### config.mk
export PLATFORM = sky130hd
export DESIGN_NAME = fe_bf2ii_pipe
export DESIGN_NICKNAME = d
export VERILOG_FILES = /design/src/rtl/fe_bf2ii_pipe.sv
export SDC_FILE = /design/constraint.sdc
export NUM_CORES = 1
export LEC_CHECK = 0
export CAP_MARGIN = 25
export CORE_UTILIZATION = 50
export DETAILED_ROUTE_END_ITERATION = 8
export GPL_ROUTABILITY_DRIVEN = 0
export MAX_ROUTING_LAYER = met4
export PLACE_DENSITY = 0.68
export SYNTH_ARGS = -nofsm -noshare
export SYNTH_HDL_FRONTEND = slang
export SYNTH_SLANG_ARGS = --single-unit
### constraint.sdc
create_clock -name clk -period 10.2 [get_ports clk]
set_input_delay 2.04 -clock clk [delete_from_list [all_inputs] [get_ports clk]]
set_output_delay 2.04 -clock clk [all_outputs]
set_load 0.05 [all_outputs]
### src/rtl/fe_bf2ii_pipe.sv
// Pipelined radix-2^2 BF2II butterfly: NCH lanes, twiddles W0/-j/W1/W3 from a frame-aligned counter, latency 2.
// Optional sticky saturation flag o_sat when FE_BF2II_PIPE_SAT_FLAG_EN is defined. RND_INF: 0 = half to +inf, 1 = half away from zero.
module fe_bf2ii_pipe #(
  parameter int NBW_IN  = 8,
  parameter int NBI_IN  = 1,
  parameter int NBW_OUT = NBW_IN + 1,
  parameter int NBI_OUT = NBI_IN + 1,
  parameter int NCH     = 1,
  parameter int NBW_C   = 2,
  parameter int BSEL    = 1,
  parameter int RND_INF = 0
) (
  input  logic                                    clk,
  input  logic                                    rst_async_n,
  input  logic                                    i_valid,
  input  logic                                    i_sof,
  input  logic                                    i_inv,
  input  logic [NCH-1:0][1:0][1:0][NBW_IN-1:0]    i_data,
  output logic                                    o_valid,
  output logic                                    o_sof,
`ifdef FE_BF2II_PIPE_SAT_FLAG_EN
  output logic                                    o_sat,
`endif
  output logic [NCH-1:0][1:0][1:0][NBW_OUT-1:0]   o_data
);

  // Beats are accepted on every cycle with i_valid high; there is no backpressure.
  // Data layout: [lane][pair: 1=x0/y0, 0=x1/y1][comp: 1=I, 0=Q].
  localparam int SW   = NBW_IN + 1;
  localparam int PW   = SW + 9;
  localparam int FS   = NBW_IN - NBI_IN;
  localparam int FO   = NBW_OUT - NBI_OUT;
  localparam int UP   = (FO > FS) ? FO - FS : 0;
  localparam int DN   = (FS > FO) ? FS - FO : 0;
  localparam int HALF = (1 << DN) >> 1;
  localparam int EW0  = SW + UP + 1;
  localparam int EW   = (EW0 > NBW_OUT + 1) ? EW0 : NBW_OUT + 1;
  localparam logic signed [8:0] C_TW = 9'sd181;

  // Drops the 8 coefficient fraction bits with floor(x+0.5), then saturates to NBW_IN.
  function automatic logic [NBW_IN:0] tw_rnd(input logic signed [PW-1:0] p);
    logic signed [PW:0] sh;
    logic               sat;
    sh  = ((PW+1)'(p) + (PW+1)'(128)) >>> 8;
    sat = ~(&sh[PW:NBW_IN-1]) & (|sh[PW:NBW_IN-1]);
    return {sat, sat ? {sh[PW], {(NBW_IN-1){~sh[PW]}}} : sh[NBW_IN-1:0]};
  endfunction

  function automatic logic [NBW_OUT:0] out_rnd(input logic signed [SW-1:0] s);
    logic signed [EW-1:0] e;
    logic                 sat;
    e = EW'(s) <<< UP;
    if (DN > 0) begin
      e = e + EW'(HALF) - (((RND_INF != 0) && s[SW-1]) ? EW'(1) : EW'(0));
      e = e >>> DN;
    end
    sat = ~(&e[EW-1:NBW_OUT-1]) & (|e[EW-1:NBW_OUT-1]);
    return {sat, sat ? {e[EW-1], {(NBW_OUT-1){~e[EW-1]}}} : e[NBW_OUT-1:0]};
  endfunction

  logic [NBW_C-1:0] count_q, cnt_use;
  logic             inv_q, inv_use;
  logic [1:0]       sel_use;

  // A valid sof beat uses count 0 and its own i_inv for itself, not only for later beats.
  assign cnt_use = i_sof ? '0 : count_q;
  assign sel_use = cnt_use[BSEL:BSEL-1];
  assign inv_use = i_sof ? i_inv : inv_q;

  always_ff @(posedge clk or negedge rst_async_n) begin
    if (!rst_async_n) begin
      count_q <= '0;
      inv_q   <= 1'b0;
    end else if (i_valid) begin
      count_q <= cnt_use + 1'b1;
      if (i_sof) inv_q <= i_inv;
    end
  end

  logic [NCH-1:0][1:0][NBW_IN-1:0] x0_d, x0_q;
  logic [NCH-1:0][1:0][SW-1:0]     t_d, t_q;
  logic [NCH-1:0][1:0][PW-1:0]     p_d, p_q;
  logic                            v1_q, sof1_q, inv1_q;
  logic [1:0]                      sel1_q;

  for (genvar l = 0; l < NCH; l++) begin : g_s1
    logic signed [SW-1:0] x1i, x1q, ai, aq;
    assign x1i = SW'($signed(i_data[l][0][1]));
    assign x1q = SW'($signed(i_data[l][0][0]));
    assign x0_d[l] = i_data[l][1];
    // Trivial path: identity for sel0, -j (or +j inverse) for sel1.
    assign t_d[l][1] = ~sel_use[0] ? x1i : (inv_use ? -x1q : x1q);
    assign t_d[l][0] = ~sel_use[0] ? x1q : (inv_use ? x1i : -x1i);
    assign ai = inv_use ? x1i - x1q : x1i + x1q;
    assign aq = inv_use ? x1q + x1i : x1q - x1i;
    assign p_d[l][1] = PW'(ai) * PW'(C_TW);
    assign p_d[l][0] = PW'(aq) * PW'(C_TW);
  end

  always_ff @(posedge clk or negedge rst_async_n) begin
    if (!rst_async_n) begin
      v1_q   <= 1'b0;
      sof1_q <= 1'b0;
      sel1_q <= '0;
      inv1_q <= 1'b0;
      x0_q   <= '0;
      t_q    <= '0;
      p_q    <= '0;
    end else begin
      v1_q   <= i_valid;
      sof1_q <= i_valid & i_sof;
      if (i_valid) begin
        sel1_q <= sel_use;
        inv1_q <= inv_use;
        x0_q   <= x0_d;
        t_q    <= t_d;
        p_q    <= p_d;
      end
    end
  end

  logic [NCH-1:0][1:0][1:0][NBW_OUT-1:0] data_d;
  logic [NCH-1:0]                        lane_ev;

  for (genvar l = 0; l < NCH; l++) begin : g_s2
    logic [NBW_IN:0]      ri_s, rq_s;
    logic signed [SW-1:0] ri, rq, twi, twq, ti, tq, x0i, x0q;
    logic signed [SW-1:0] y0i, y0q, y1i, y1q;
    logic [NBW_OUT:0]     o0i, o0q, o1i, o1q;
    assign ri_s = tw_rnd($signed(p_q[l][1]));
    assign rq_s = tw_rnd($signed(p_q[l][0]));
    assign ri   = SW'($signed(ri_s[NBW_IN-1:0]));
    assign rq   = SW'($signed(rq_s[NBW_IN-1:0]));
    // W3 is the W1 product rotated by -j (forward) or +j (inverse) after rounding.
    assign twi  = ~sel1_q[0] ? ri : (inv1_q ? -rq : rq);
    assign twq  = ~sel1_q[0] ? rq : (inv1_q ? ri : -ri);
    assign ti   = sel1_q[1] ? twi : $signed(t_q[l][1]);
    assign tq   = sel1_q[1] ? twq : $signed(t_q[l][0]);
    assign x0i  = SW'($signed(x0_q[l][1]));
    assign x0q  = SW'($signed(x0_q[l][0]));
    assign y0i  = x0i + ti;
    assign y0q  = x0q + tq;
    assign y1i  = x0i - ti;
    assign y1q  = x0q - tq;
    assign o0i  = out_rnd(y0i);
    assign o0q  = out_rnd(y0q);
    assign o1i  = out_rnd(y1i);
    assign o1q  = out_rnd(y1q);
    assign data_d[l][1][1] = o0i[NBW_OUT-1:0];
    assign data_d[l][1][0] = o0q[NBW_OUT-1:0];
    assign data_d[l][0][1] = o1i[NBW_OUT-1:0];
    assign data_d[l][0][0] = o1q[NBW_OUT-1:0];
    assign lane_ev[l] = (sel1_q[1] & (ri_s[NBW_IN] | rq_s[NBW_IN])) |
                        o0i[NBW_OUT] | o0q[NBW_OUT] | o1i[NBW_OUT] | o1q[NBW_OUT];
  end

  always_ff @(posedge clk or negedge rst_async_n) begin
    if (!rst_async_n) begin
      o_valid <= 1'b0;
      o_sof   <= 1'b0;
      o_data  <= '0;
    end else begin
      o_valid <= v1_q;
      o_sof   <= sof1_q;
      if (v1_q) o_data <= data_d;
    end
  end

`ifdef FE_BF2II_PIPE_SAT_FLAG_EN
  // Sticky over a frame; a sof output beat restarts it with its own event.
  always_ff @(posedge clk or negedge rst_async_n) begin
    if (!rst_async_n) begin
      o_sat <= 1'b0;
    end else if (v1_q) begin
      o_sat <= sof1_q ? (|lane_ev) : (o_sat | (|lane_ev));
    end
  end
`else
  logic ev_unused;
  assign ev_unused = |lane_ev;
`endif

endmodule

==> results of run 1 <==
[cell type report]
class	instances	area, µm²
Fill cell	1941	9090
Tap cell	275	344
Multi-Input combinational cell	923	7510
Inverter	161	604
Clock inverter	1	7.51
Timing Repair Buffer	80	779
Sequential cell	99	2480
Clock buffer	15	278
[cells in the mapped netlist (all sizes together), types with 28 or more instances]
library cell and number:
nor2 87, dfrtp 99, inv 161, ha 134
xnor2 70, xor2 28, mux2 60, fa 46
a21oi 82, nand2 69, clkbuf 42, o21ai 49
[cell families (layout without fill, tap and decap cells)]
family | Yosys count | after routing
xor gates and xnor gates | 98 | 98
buffers and inverters | 210 | 257
and+or+nand+nor | 292 | 292
muxes | 74 | 74
adders and majority gates | 180 | 180
AOI/OAI and AO/OA | 279 | 279
DFF | 99 | 99
[sequential cells by signal (all words and copies together), names as in the netlist]
register,flops
o_data,34
t_q,18
v1_q,1
o_sof,1
p_q,22
g_s2.x0q,8
count_q,2
g_s2.x0i,8
o_valid,1
inv1_q,1
sof1_q,1
sel1_q,2
[worst min path at each step]
stage | to | cells past startpoint | startpoint
after global placement | o_sof | 0 | sof1_q
after detailed placement | o_sof | 0 | sof1_q
after CTS | o_sof | 0 | sof1_q
after global routing | o_sof | 0 | sof1_q
after floorplan | o_sof | 0 | sof1_q
final | o_sof | 0 | sof1_q
[worst max-delay path: cells and delay by family]
kind                       cells  cell delay, ns
adders and majority gates      6            2.60
AOI/OAI and AO/OA              9            2.01
xor gates and xnor gates       2            0.74
muxes                          1            0.25
buffers and inverters          4            0.96
[metal layers]
metal | up-vias | part of all wire (%) | routed length (µm)
li1 | 4309 | - | -
met1 | 4081 | 48 | 11900
met2 | 216 | 45 | 11200
met3 | 37 | 3.9 | 967
met4 | 0 | 2.5 | 609
met5 | - | 0 | 0
[layout by cell type, fill, tap and decap left out, types with 27 or more instances in the layout]
master / count
sky130_fd_sc_hd__nor3_1: 27
sky130_fd_sc_hd__nand2_1: 69
sky130_fd_sc_hd__o21ai_0: 49
sky130_fd_sc_hd__xnor2_1: 70
sky130_fd_sc_hd__ha_1: 134
sky130_fd_sc_hd__inv_1: 161
sky130_fd_sc_hd__a21oi_1: 81
sky130_fd_sc_hd__a21o_1: 27
sky130_fd_sc_hd__nor2_1: 87
sky130_fd_sc_hd__dfrtp_1: 98
sky130_fd_sc_hd__mux2_2: 59
sky130_fd_sc_hd__clkdlybuf4s50_1: 72
sky130_fd_sc_hd__xor2_1: 28
sky130_fd_sc_hd__fa_1: 46
[per-stage QoR]
| stage | cell area (µm²) | std cells | hold slack [ns] |
|---|---|---|---|
| final | 12000 | 1554 | 0.348 |
| after global routing | 12000 | 1554 | 0.361 |
| after CTS | 12000 | 1554 | 0.351 |
| after detailed placement | 11700 | 1538 | 0.336 |
| after global placement | 11700 | 1536 | 0.337 |
| after floorplan | 10800 | 1232 | 0.331 |
==> metrics.log, run 1 <==
INFO  metric dominant_combinational_cell_family_by_area_after_synthesis = adder cells
INFO  metric max_slew.worst_pin.slew = 1.08 ns
INFO  metric ys_ff_latch = 99
INFO  metric yosys.area_share.xor_xnor = 7.96%
INFO  metric worst_path_max_stage_delay = 0.67 ns
INFO  metric grt_pass1_vias = 8317
INFO  metric synth_compound_gate_area_share = 17.0%
INFO  metric dr_total_vias = 8643
INFO  metric setup_slack = 1.84 ns
INFO  metric synth_cell_types = 65
INFO  metric cp-endpoint = p_q[14]
INFO  metric dr.pass1.iters = 5
INFO  metric drt_drc_violations_left = 0
INFO  metric hold_path_class = reg2reg
INFO  metric clkLatencyLatePin = 0.36 ns
INFO  metric relSlewSlack = 26.9%
INFO  metric drive_above_1_share = 7.58%
INFO  metric timing.reg2reg.setup_slack = 4.18 ns
INFO  metric numCtsBuffers = 9
INFO  metric site_row_count = 53
INFO  metric grt_first_pass_wirelength = 41400 µm
INFO  metric antenna_cells = 0
INFO  metric proportion_of_synthesized_area_in_mux_cells = 7.60%
INFO  metric num-nets-final = 1491
INFO  metric asyncSetResetFlopFracSynth = 100%
INFO  metric die_w = 149 µm
INFO  metric path_clk_slew = 0.06 ns
INFO  metric die_h = 149 µm
INFO  metric num_io_pins = 75
INFO  metric area.growth.synth_to_final = 11.2%
INFO  metric critical_path_cell_list = clkdlybuf4s50_1, inv_1, fa_1, a21o_1, a21o_1, a21o_1, a211oi_1, a21oi_1, xnor2_1, ha_1, inv_1, fa_1, fa_1, fa_1, inv_1, ha_1, a21o_1, a221o_1, a211o_1, a21oi_2, xnor2_1, mux2_2
INFO  metric floorplan.die_area = 22200 µm²
INFO  metric gr-usage-met3 = 2.08%
INFO  metric drt-wirelength-per-cell = 15.9 µm
INFO  metric detail_route.iter0.violations = 475
INFO  metric max_cap_viol_count = 0
INFO  metric cts.hold.buffers_added = 0
INFO  metric worstReg2RegEnd = p_q[14]
INFO  metric tritoncts = built
INFO  metric r2r_worst_path_depth = 17
INFO  metric setup_violations = 0
INFO  metric initial_core_util = 51.2%
INFO  metric timing.setup.tns = 0 ns
INFO  metric synth_top_flop_cell = sky130_fd_sc_hd__dfrtp_1
INFO  metric seq_area_frac_synth = 23.0%
INFO  metric yosys.area.top_type_share = 23.0%
INFO  metric critPathSlowestCell = sky130_fd_sc_hd__clkdlybuf4s50_1
INFO  metric clock-root-buffer = sky130_fd_sc_hd__clkbuf_16
INFO  metric worst-endpoint-required = 10.44 ns
INFO  metric cts.sink_count = 99
INFO  metric achievable-frequency = 0.120 GHz
INFO  metric viasPerCell = 5.56
INFO  metric synthesis.yosys.warnings = 0
INFO  metric cts_resized = 0
INFO  metric rr_startpoint = inv1_q
INFO  metric grt.met2_usage = 37.6%
INFO  metric cell_count_after_synthesis = 1232
INFO  metric critical_path.startpoint = i_data[9]
INFO  metric post-synth-top-area-cell = sky130_fd_sc_hd__dfrtp_1
INFO  metric drt_wl_total = 24700 µm
INFO  metric synth-edff-count = 0
INFO  metric ctsHtreeMaxLevel = 3
INFO  metric drtAntennaViolNets = 0
INFO  metric final_max_slew_viols = 0
INFO  metric grt_util_all_layers = 24.1%
INFO  metric critical_path_peak_fanout = 8
INFO  metric clock_skew = 0.0109 ns
INFO  metric data_arrival_time_at_the_worst_slack_endpoint = 8.60 ns
INFO  metric timing.final.crit_share = 82.0%
INFO  metric yosys-top-cells-area = sky130_fd_sc_hd__dfrtp_1, sky130_fd_sc_hd__ha_1, sky130_fd_sc_hd__fa_1
INFO  metric cts_post_setup_buffers_inserted = 0
INFO  metric hold_violations_final = 0
INFO  metric category_of_the_worst_setup_path_capture_point = flip-flop
INFO  metric core-area = 21100 µm²
INFO  metric post-route-util = 56.9%
INFO  metric status = finished, final reports clean
INFO  metric min_period = 8.36 ns
INFO  metric rsz0062_at_grt = no
INFO  metric summed_instance_area_of_the_synthesized_netlist = 10800 µm²
INFO  metric grt_antenna_before_repair = 0
INFO  metric syn_nets = 1449
INFO  metric grt_start_max_net_pins = 82
INFO  metric clock_tree_buffer_depth = 2
INFO  metric syn_avg_cell_area = 8.76 µm²
INFO  metric dpl_worst_slack = 1.45 ns
INFO  metric gr-total-overflow = 0
INFO  metric criticalPathCategory = in2reg
INFO  metric critical_path.startpoint_type = input port
INFO  metric hpwl = 19700 µm
INFO  metric placement.io_buffers = 74
INFO  metric post_synth_and_or_nand_nor_area_fraction = 13.0%
INFO  metric global_route.peak_usage_layer = met2
INFO  metric gr-usage-met1 = 32.9%
INFO  metric post_synth_fa_ha_maj_area_fraction = 24.1%
Power of run 1 is left out: the tool's default activity adds up to more than one toggle a clock period on the data nets, which glitch-free logic cannot reach.
==> run 2, diff against run 1 <==
- PLACE_DENSITY: 0.68 -> 0.71
- clock period: 10.2 -> 6.9 ns (I/O delays scaled with it)
==> metrics.log, run 2 (synthesis results as in run 1) <==
INFO  metric worst_path_max_stage_delay = 0.53 ns (-0.14 ns)
INFO  metric num_io_pins = 75 (unchanged)
INFO  metric hold_violations_final = 0 (unchanged)
INFO  metric regMostFlops = o_data
INFO  metric reg_top3 = o_data x34, p_q x22, t_q x18
INFO  metric min_period = 6.68 ns
INFO  metric numCtsBuffers = 9 (unchanged)
INFO  metric critical_path.startpoint_type = input port
INFO  metric clock_skew = 0.00897 ns (-0.00191 ns)
INFO  metric site_row_count = 53 (unchanged)
INFO  metric grt_antenna_before_repair = 0 (unchanged)
INFO  metric largest_register_ffs = 34 (unchanged)
INFO  metric relSlewSlack = 25.1% (-1.8 points)
INFO  metric hold-worst-slack = 0.365 ns (+0.0171 ns)
INFO  metric drt_drc_violations_left = 0 (unchanged)
INFO  metric cts.sink_count = 99 (unchanged)
INFO  metric most-common-layout-cells = sky130_fd_sc_hd__inv_1, sky130_fd_sc_hd__ha_1, sky130_fd_sc_hd__buf_4
INFO  metric dr.pass1.iters = 5 (unchanged)
INFO  metric achievable-frequency = 0.150 GHz
INFO  metric timing.setup.tns = 0 ns (unchanged)
INFO  metric grt_first_pass_wirelength = 42300 µm (+2.2%)
INFO  metric worstHoldPathCells = 0 (unchanged)
INFO  metric criticalPathCategory = in2reg
INFO  metric core-area = 21100 µm² (unchanged)
INFO  metric drt_wl_total = 25700 µm (+3.9%)
INFO  metric area.growth.synth_to_final = 20.8%
INFO  metric num-nets-final = 1600 (+7.3%)
INFO  metric dpl_worst_slack = -0.478 ns (-1.93 ns)
INFO  metric drtAntennaViolNets = 0 (unchanged)
INFO  metric detail_route.iter0.violations = 666 (+40%)
INFO  metric gr-total-overflow = 0 (unchanged)
INFO  metric clock-root-buffer = sky130_fd_sc_hd__clkbuf_16
INFO  metric critPathSlowestCell = sky130_fd_sc_hd__fa_1
INFO  metric tritoncts = built
INFO  metric hold_path_class = reg2reg
INFO  metric initial_core_util = 51.2% (unchanged)
INFO  metric grt_pass1_vias = 8746 (+5.2%)
INFO  metric data_arrival_time_at_the_worst_slack_endpoint = 6.91 ns (-1.69 ns)
INFO  metric category_of_the_worst_setup_path_capture_point = flip-flop
INFO  metric die_w = 149 µm (unchanged)
INFO  metric worst-endpoint-required = 7.13 ns (-3.31 ns)
INFO  metric max_cap_viol_count = 0 (unchanged)
INFO  metric grt_start_max_net_pins = 82 (unchanged)
INFO  metric dr_total_vias = 9228 (+6.8%)
INFO  metric most_common_cell_after_layout_fill_and_taps_aside = sky130_fd_sc_hd__inv_1
INFO  metric ctsHtreeMaxLevel = 3 (unchanged)
INFO  metric cts.hold.buffers_added = 0 (unchanged)
INFO  metric critical_path_peak_fanout = 8 (unchanged)
INFO  metric setup_violations = 0 (unchanged)
INFO  metric placement.io_buffers = 74 (unchanged)
INFO  metric path_clk_slew = 0.06 ns (about the same)
INFO  metric floorplan.die_area = 22200 µm² (unchanged)
INFO  metric r2r_worst_path_depth = 18 (+1)
INFO  metric viasPerCell = 5.55 (-0.23%)
INFO  metric drt-wirelength-per-cell = 15.4 µm (-2.9%)
INFO  metric cp_common_cell = sky130_fd_sc_hd__a21o_1
INFO  metric status = finished, final reports clean
INFO  metric timing.final.crit_share = 96.8%
INFO  metric setup_slack = 0.219 ns (-1.62 ns)
INFO  metric die_h = 149 µm (unchanged)
INFO  metric grt_util_all_layers = 24.3% (+0.22 points)
INFO  metric clock_tree_buffer_depth = 2 (unchanged)
INFO  metric clkLatencyLatePin = 0.34 ns (-0.02 ns)
INFO  metric final_max_slew_viols = 0 (unchanged)
INFO  metric hpwl = 20400 µm (+3.5%)
INFO  metric max_slew.worst_pin.slew = 1.11 ns (+0.0271 ns)
INFO  metric antenna_cells = 0 (unchanged)
INFO  metric drive_above_1_share = 17.7% (+10 points)
## run 2: cell count changes in the layout (fill, tap and decap cells not counted), moves of 5 or more
cell,before,now
sky130_fd_sc_hd__inv_2,0,6
sky130_fd_sc_hd__clkdlybuf4s50_1,72,67
sky130_fd_sc_hd__xnor2_2,0,5
sky130_fd_sc_hd__a21oi_1,81,76
sky130_fd_sc_hd__ha_1,134,127
sky130_fd_sc_hd__inv_1,161,155
sky130_fd_sc_hd__a21oi_2,1,6
sky130_fd_sc_hd__xnor2_1,70,65
sky130_fd_sc_hd__ha_4,0,5
sky130_fd_sc_hd__buf_4,5,114
## run 2: worst max-delay path, delay by kind of cell
| kind | cells | cell delay (ns) |
|---|---|---|
| adders and majority gates | 6 | 2.07 |
| buffers and inverters | 7 | 0.90 |
| AOI/OAI and AO/OA | 10 | 2.05 |
| xor gates and xnor gates | 2 | 0.25 |
| muxes | 1 | 0.25 |
## run 2: cell type report
cell class                      count  area (µm²)
Clock buffer                       10         229
Tap cell                          275         344
Sequential cell                    99        2480
Timing Repair Buffer              189        1620
Multi-Input combinational cell    923        7690
Clock inverter                      6        65.1
Inverter                          161         604
Fill cell                        1806        8060
## run 2: routing by layer
| metal | wire length [µm] | track usage (%) |
|---|---|---|
| met3 | 1240 | 1.99 |
| met5 | 0 | - |
| met1 | 12100 | 33.2 |
| met4 | 567 | 7.50 |
| met2 | 11800 | 38.4 |
## run 2: per-stage QoR
step,util [%],instance area (µm²),instances
CTS,61.0,12900,1662
floorplan,-,10800,1232
detailed placement,59.4,12500,1643
global route,61.8,13000,1663
finish,61.8,13000,1663
global placement,59.4,12500,1643
## run 2: timing repair
item | CTS | global route
pin swaps | 6 | 18
setup buffers | 3 | 0
resized for setup | 9 | 37
cloned | 0 | 0
endpoints found under the setup margin | 7 | 15
## run 2: worst paths after layout
check                                  from  slack, ns       to
worst max-delay path              i_data[2]       0.22  p_q[14]
worst min-delay path                 sof1_q       0.37    o_sof
worst max register to register       inv1_q       1.16  p_q[14]
worst min register to register       sof1_q       0.37    o_sof
max in group asynchronous       rst_async_n       4.75     v1_q
min in group asynchronous       rst_async_n       1.02    o_sof
Power of run 2 is left out for the same reason.
==> run 3, diff against run 2 <==
- PLACE_DENSITY: 0.71 -> 0.72
- SLEW_MARGIN: default -> 20
==> metrics.log, run 3 (synthesis results as in run 1) <==
INFO  metric grt_pass1_vias = 8769 (+0.26%)
INFO  metric hold-worst-slack = 0.359 ns (-0.00615 ns)
INFO  metric criticalPathCategory = in2reg
INFO  metric viasPerCell = 5.54 (-0.22%)
INFO  metric max_slew.worst_pin.slew = 1.09 ns (-0.0144 ns)
INFO  metric data_arrival_time_at_the_worst_slack_endpoint = 6.94 ns (+0.03 ns)
INFO  metric grt_first_pass_wirelength = 42400 µm (+0.11%)
INFO  metric timing.final.crit_share = 97.2% (+0.36 points)
INFO  metric ctsHtreeMaxLevel = 3 (unchanged)
INFO  metric cts.hold.buffers_added = 0 (unchanged)
INFO  metric min_period = 6.71 ns (+0.0251 ns)
INFO  metric status = finished, final reports clean
INFO  metric gr-total-overflow = 0 (unchanged)
INFO  metric drive_above_1_share = 17.0% (-0.62 points)
INFO  metric antenna_cells = 0 (unchanged)
INFO  metric path_clk_slew = 0.07 ns (about the same)
INFO  metric regMostFlops = o_data
INFO  metric grt_start_max_net_pins = 82 (unchanged)
INFO  metric area.growth.synth_to_final = 20.5%
INFO  metric drtAntennaViolNets = 0 (unchanged)
INFO  metric largest_register_ffs = 34 (unchanged)
INFO  metric most-common-layout-cells = sky130_fd_sc_hd__inv_1, sky130_fd_sc_hd__ha_1, sky130_fd_sc_hd__buf_4
INFO  metric drt_wl_total = 25800 µm (+0.74%)
INFO  metric num_io_pins = 75 (unchanged)
INFO  metric clock-root-buffer = sky130_fd_sc_hd__clkbuf_16
INFO  metric detail_route.iter0.violations = 639 (-4.1%)
INFO  metric dr.pass1.iters = 5 (unchanged)
INFO  metric die_h = 149 µm (unchanged)
INFO  metric placement.io_buffers = 74 (unchanged)
INFO  metric max_cap_viol_count = 0 (unchanged)
INFO  metric critical_path.startpoint_type = input port
INFO  metric clock_tree_buffer_depth = 2 (unchanged)
INFO  metric place.detailed.instances = 1642 (-0.061%)
INFO  metric tritoncts = built
INFO  metric grt_util_all_layers = 24.2% (-0.12 points)
INFO  metric category_of_the_worst_setup_path_capture_point = flip-flop
INFO  metric setup_violations = 0 (unchanged)
INFO  metric most_common_cell_after_layout_fill_and_taps_aside = sky130_fd_sc_hd__inv_1
INFO  metric clock_skew = 0.00929 ns (+0.000318 ns)
INFO  metric cts.sink_count = 99 (unchanged)
INFO  metric site_row_count = 53 (unchanged)
INFO  metric num-nets-final = 1598 (-0.13%)
INFO  metric reg_top3 = o_data x34, p_q x22, t_q x18
INFO  metric setup_slack = 0.194 ns (-0.0251 ns)
INFO  metric achievable-frequency = 0.149 GHz (-0.37%)
INFO  metric drt-wirelength-per-cell = 15.6 µm (+0.86%)
INFO  metric worst-endpoint-required = 7.13 ns (about the same)
INFO  metric dr_total_vias = 9197 (-0.34%)
INFO  metric dpl_worst_slack = -0.461 ns (+0.0171 ns)
INFO  metric post-route-util = 61.6% (-0.17 points)
INFO  metric hold_violations_final = 0 (unchanged)
INFO  metric instances_no_fill = 1661 (-0.12%)
INFO  metric relSlewSlack = 26.1% (+0.97 points)
INFO  metric hpwl = 20400 µm (+0.13%)
INFO  metric floorplan.die_area = 22200 µm² (unchanged)
INFO  metric drt_drc_violations_left = 0 (unchanged)
INFO  metric core-area = 21100 µm² (unchanged)
INFO  metric initial_core_util = 51.2% (unchanged)
INFO  metric clkLatencyLatePin = 0.35 ns (about the same)
INFO  metric grt_antenna_before_repair = 0 (unchanged)
INFO  metric die_w = 149 µm (unchanged)
INFO  metric numCtsBuffers = 9 (unchanged)
INFO  metric final_max_slew_viols = 0 (unchanged)
INFO  metric hold_path_class = reg2reg
INFO  metric critical_path_peak_fanout = 4 (-4)
[run 3: cell count changes in the layout (fill, tap and decap cells not counted), sizes merged]
| cell | before | now |
|---|---|---|
| buf | 117 | 115 |
| bufinv | 1 | 2 |
| clkbuf | 10 | 11 |
| clkdlybuf4s15 | 1 | 0 |
| clkinv | 3 | 2 |
| dlygate4sd2 | 1 | 4 |
| dlymetal6s2s | 3 | 1 |
| inv | 162 | 161 |
[run 3: worst max-delay path: stages]
cell and delay (ns):
sky130_fd_sc_hd__dlygate4sd2_1 0.29, sky130_fd_sc_hd__inv_2 0.09, sky130_fd_sc_hd__ha_2 0.18, sky130_fd_sc_hd__inv_1 0.06, sky130_fd_sc_hd__fa_2 0.35, sky130_fd_sc_hd__a21o_1 0.18
sky130_fd_sc_hd__a21o_1 0.19, sky130_fd_sc_hd__a21o_1 0.19, sky130_fd_sc_hd__a21oi_2 0.15, sky130_fd_sc_hd__mux2i_1 0.11, sky130_fd_sc_hd__xnor2_1 0.19, sky130_fd_sc_hd__inv_1 0.07
sky130_fd_sc_hd__ha_1 0.30, sky130_fd_sc_hd__inv_1 0.08, sky130_fd_sc_hd__fa_1 0.44, sky130_fd_sc_hd__fa_1 0.50, sky130_fd_sc_hd__fa_1 0.54, sky130_fd_sc_hd__inv_1 0.04
sky130_fd_sc_hd__ha_1 0.30, sky130_fd_sc_hd__a21o_1 0.18, sky130_fd_sc_hd__a21o_1 0.19, sky130_fd_sc_hd__or2_2 0.28, sky130_fd_sc_hd__a21o_1 0.19, sky130_fd_sc_hd__a21oi_2 0.15
sky130_fd_sc_hd__xnor2_1 0.07, sky130_fd_sc_hd__mux2_2 0.26
[run 3: metal layers]
layer	vias up	share of wire (%)	track usage (%)	wire length, µm
met5	-	0	-	0
met4	0	2.4	7.50	624
met1	4362	47	32.5	12200
met3	48	4.2	1.77	1090
li1	4515	-	-	-
met2	272	46	39.0	12000
[run 3: layout make-up]
class	count	area (µm²)
clock buffers	11	243
inverters	161	604
flip-flops and latches	99	2480
fillers	1789	8090
repair buffers	187	1600
clock inverters	5	77.6
multi-input cells	923	7650
well taps	275	344
[run 3: timing repair]
action                     CTS  global route
resized for setup           11            26
pin swaps                    6            20
setup endpoints to repair    6            15
buffers inserted             1             2
[run 3: worst paths after layout]
check                             from      end  slack, ns  cells past startpoint
setup / recovery             i_data[8]  p_q[30]       0.19                     26
hold / removal                  sof1_q    o_sof       0.36                      0
setup reg to reg                inv1_q  p_q[14]       1.19                     21
hold reg to reg                 sof1_q    o_sof       0.36                      0
max in group asynchronous  rst_async_n     v1_q       4.73                      2
min in group asynchronous  rst_async_n  o_valid       1.01                      1
[run 3: through the flow]
step,cell area [µm²],TNS (ns)
final,13000,0
after global routing,13000,-0.107
after CTS,12900,0
after detailed placement,12500,-5.20
after global placement,12500,-3.93
after floorplan,10800,0
Power of run 3 is left out for the same reason.
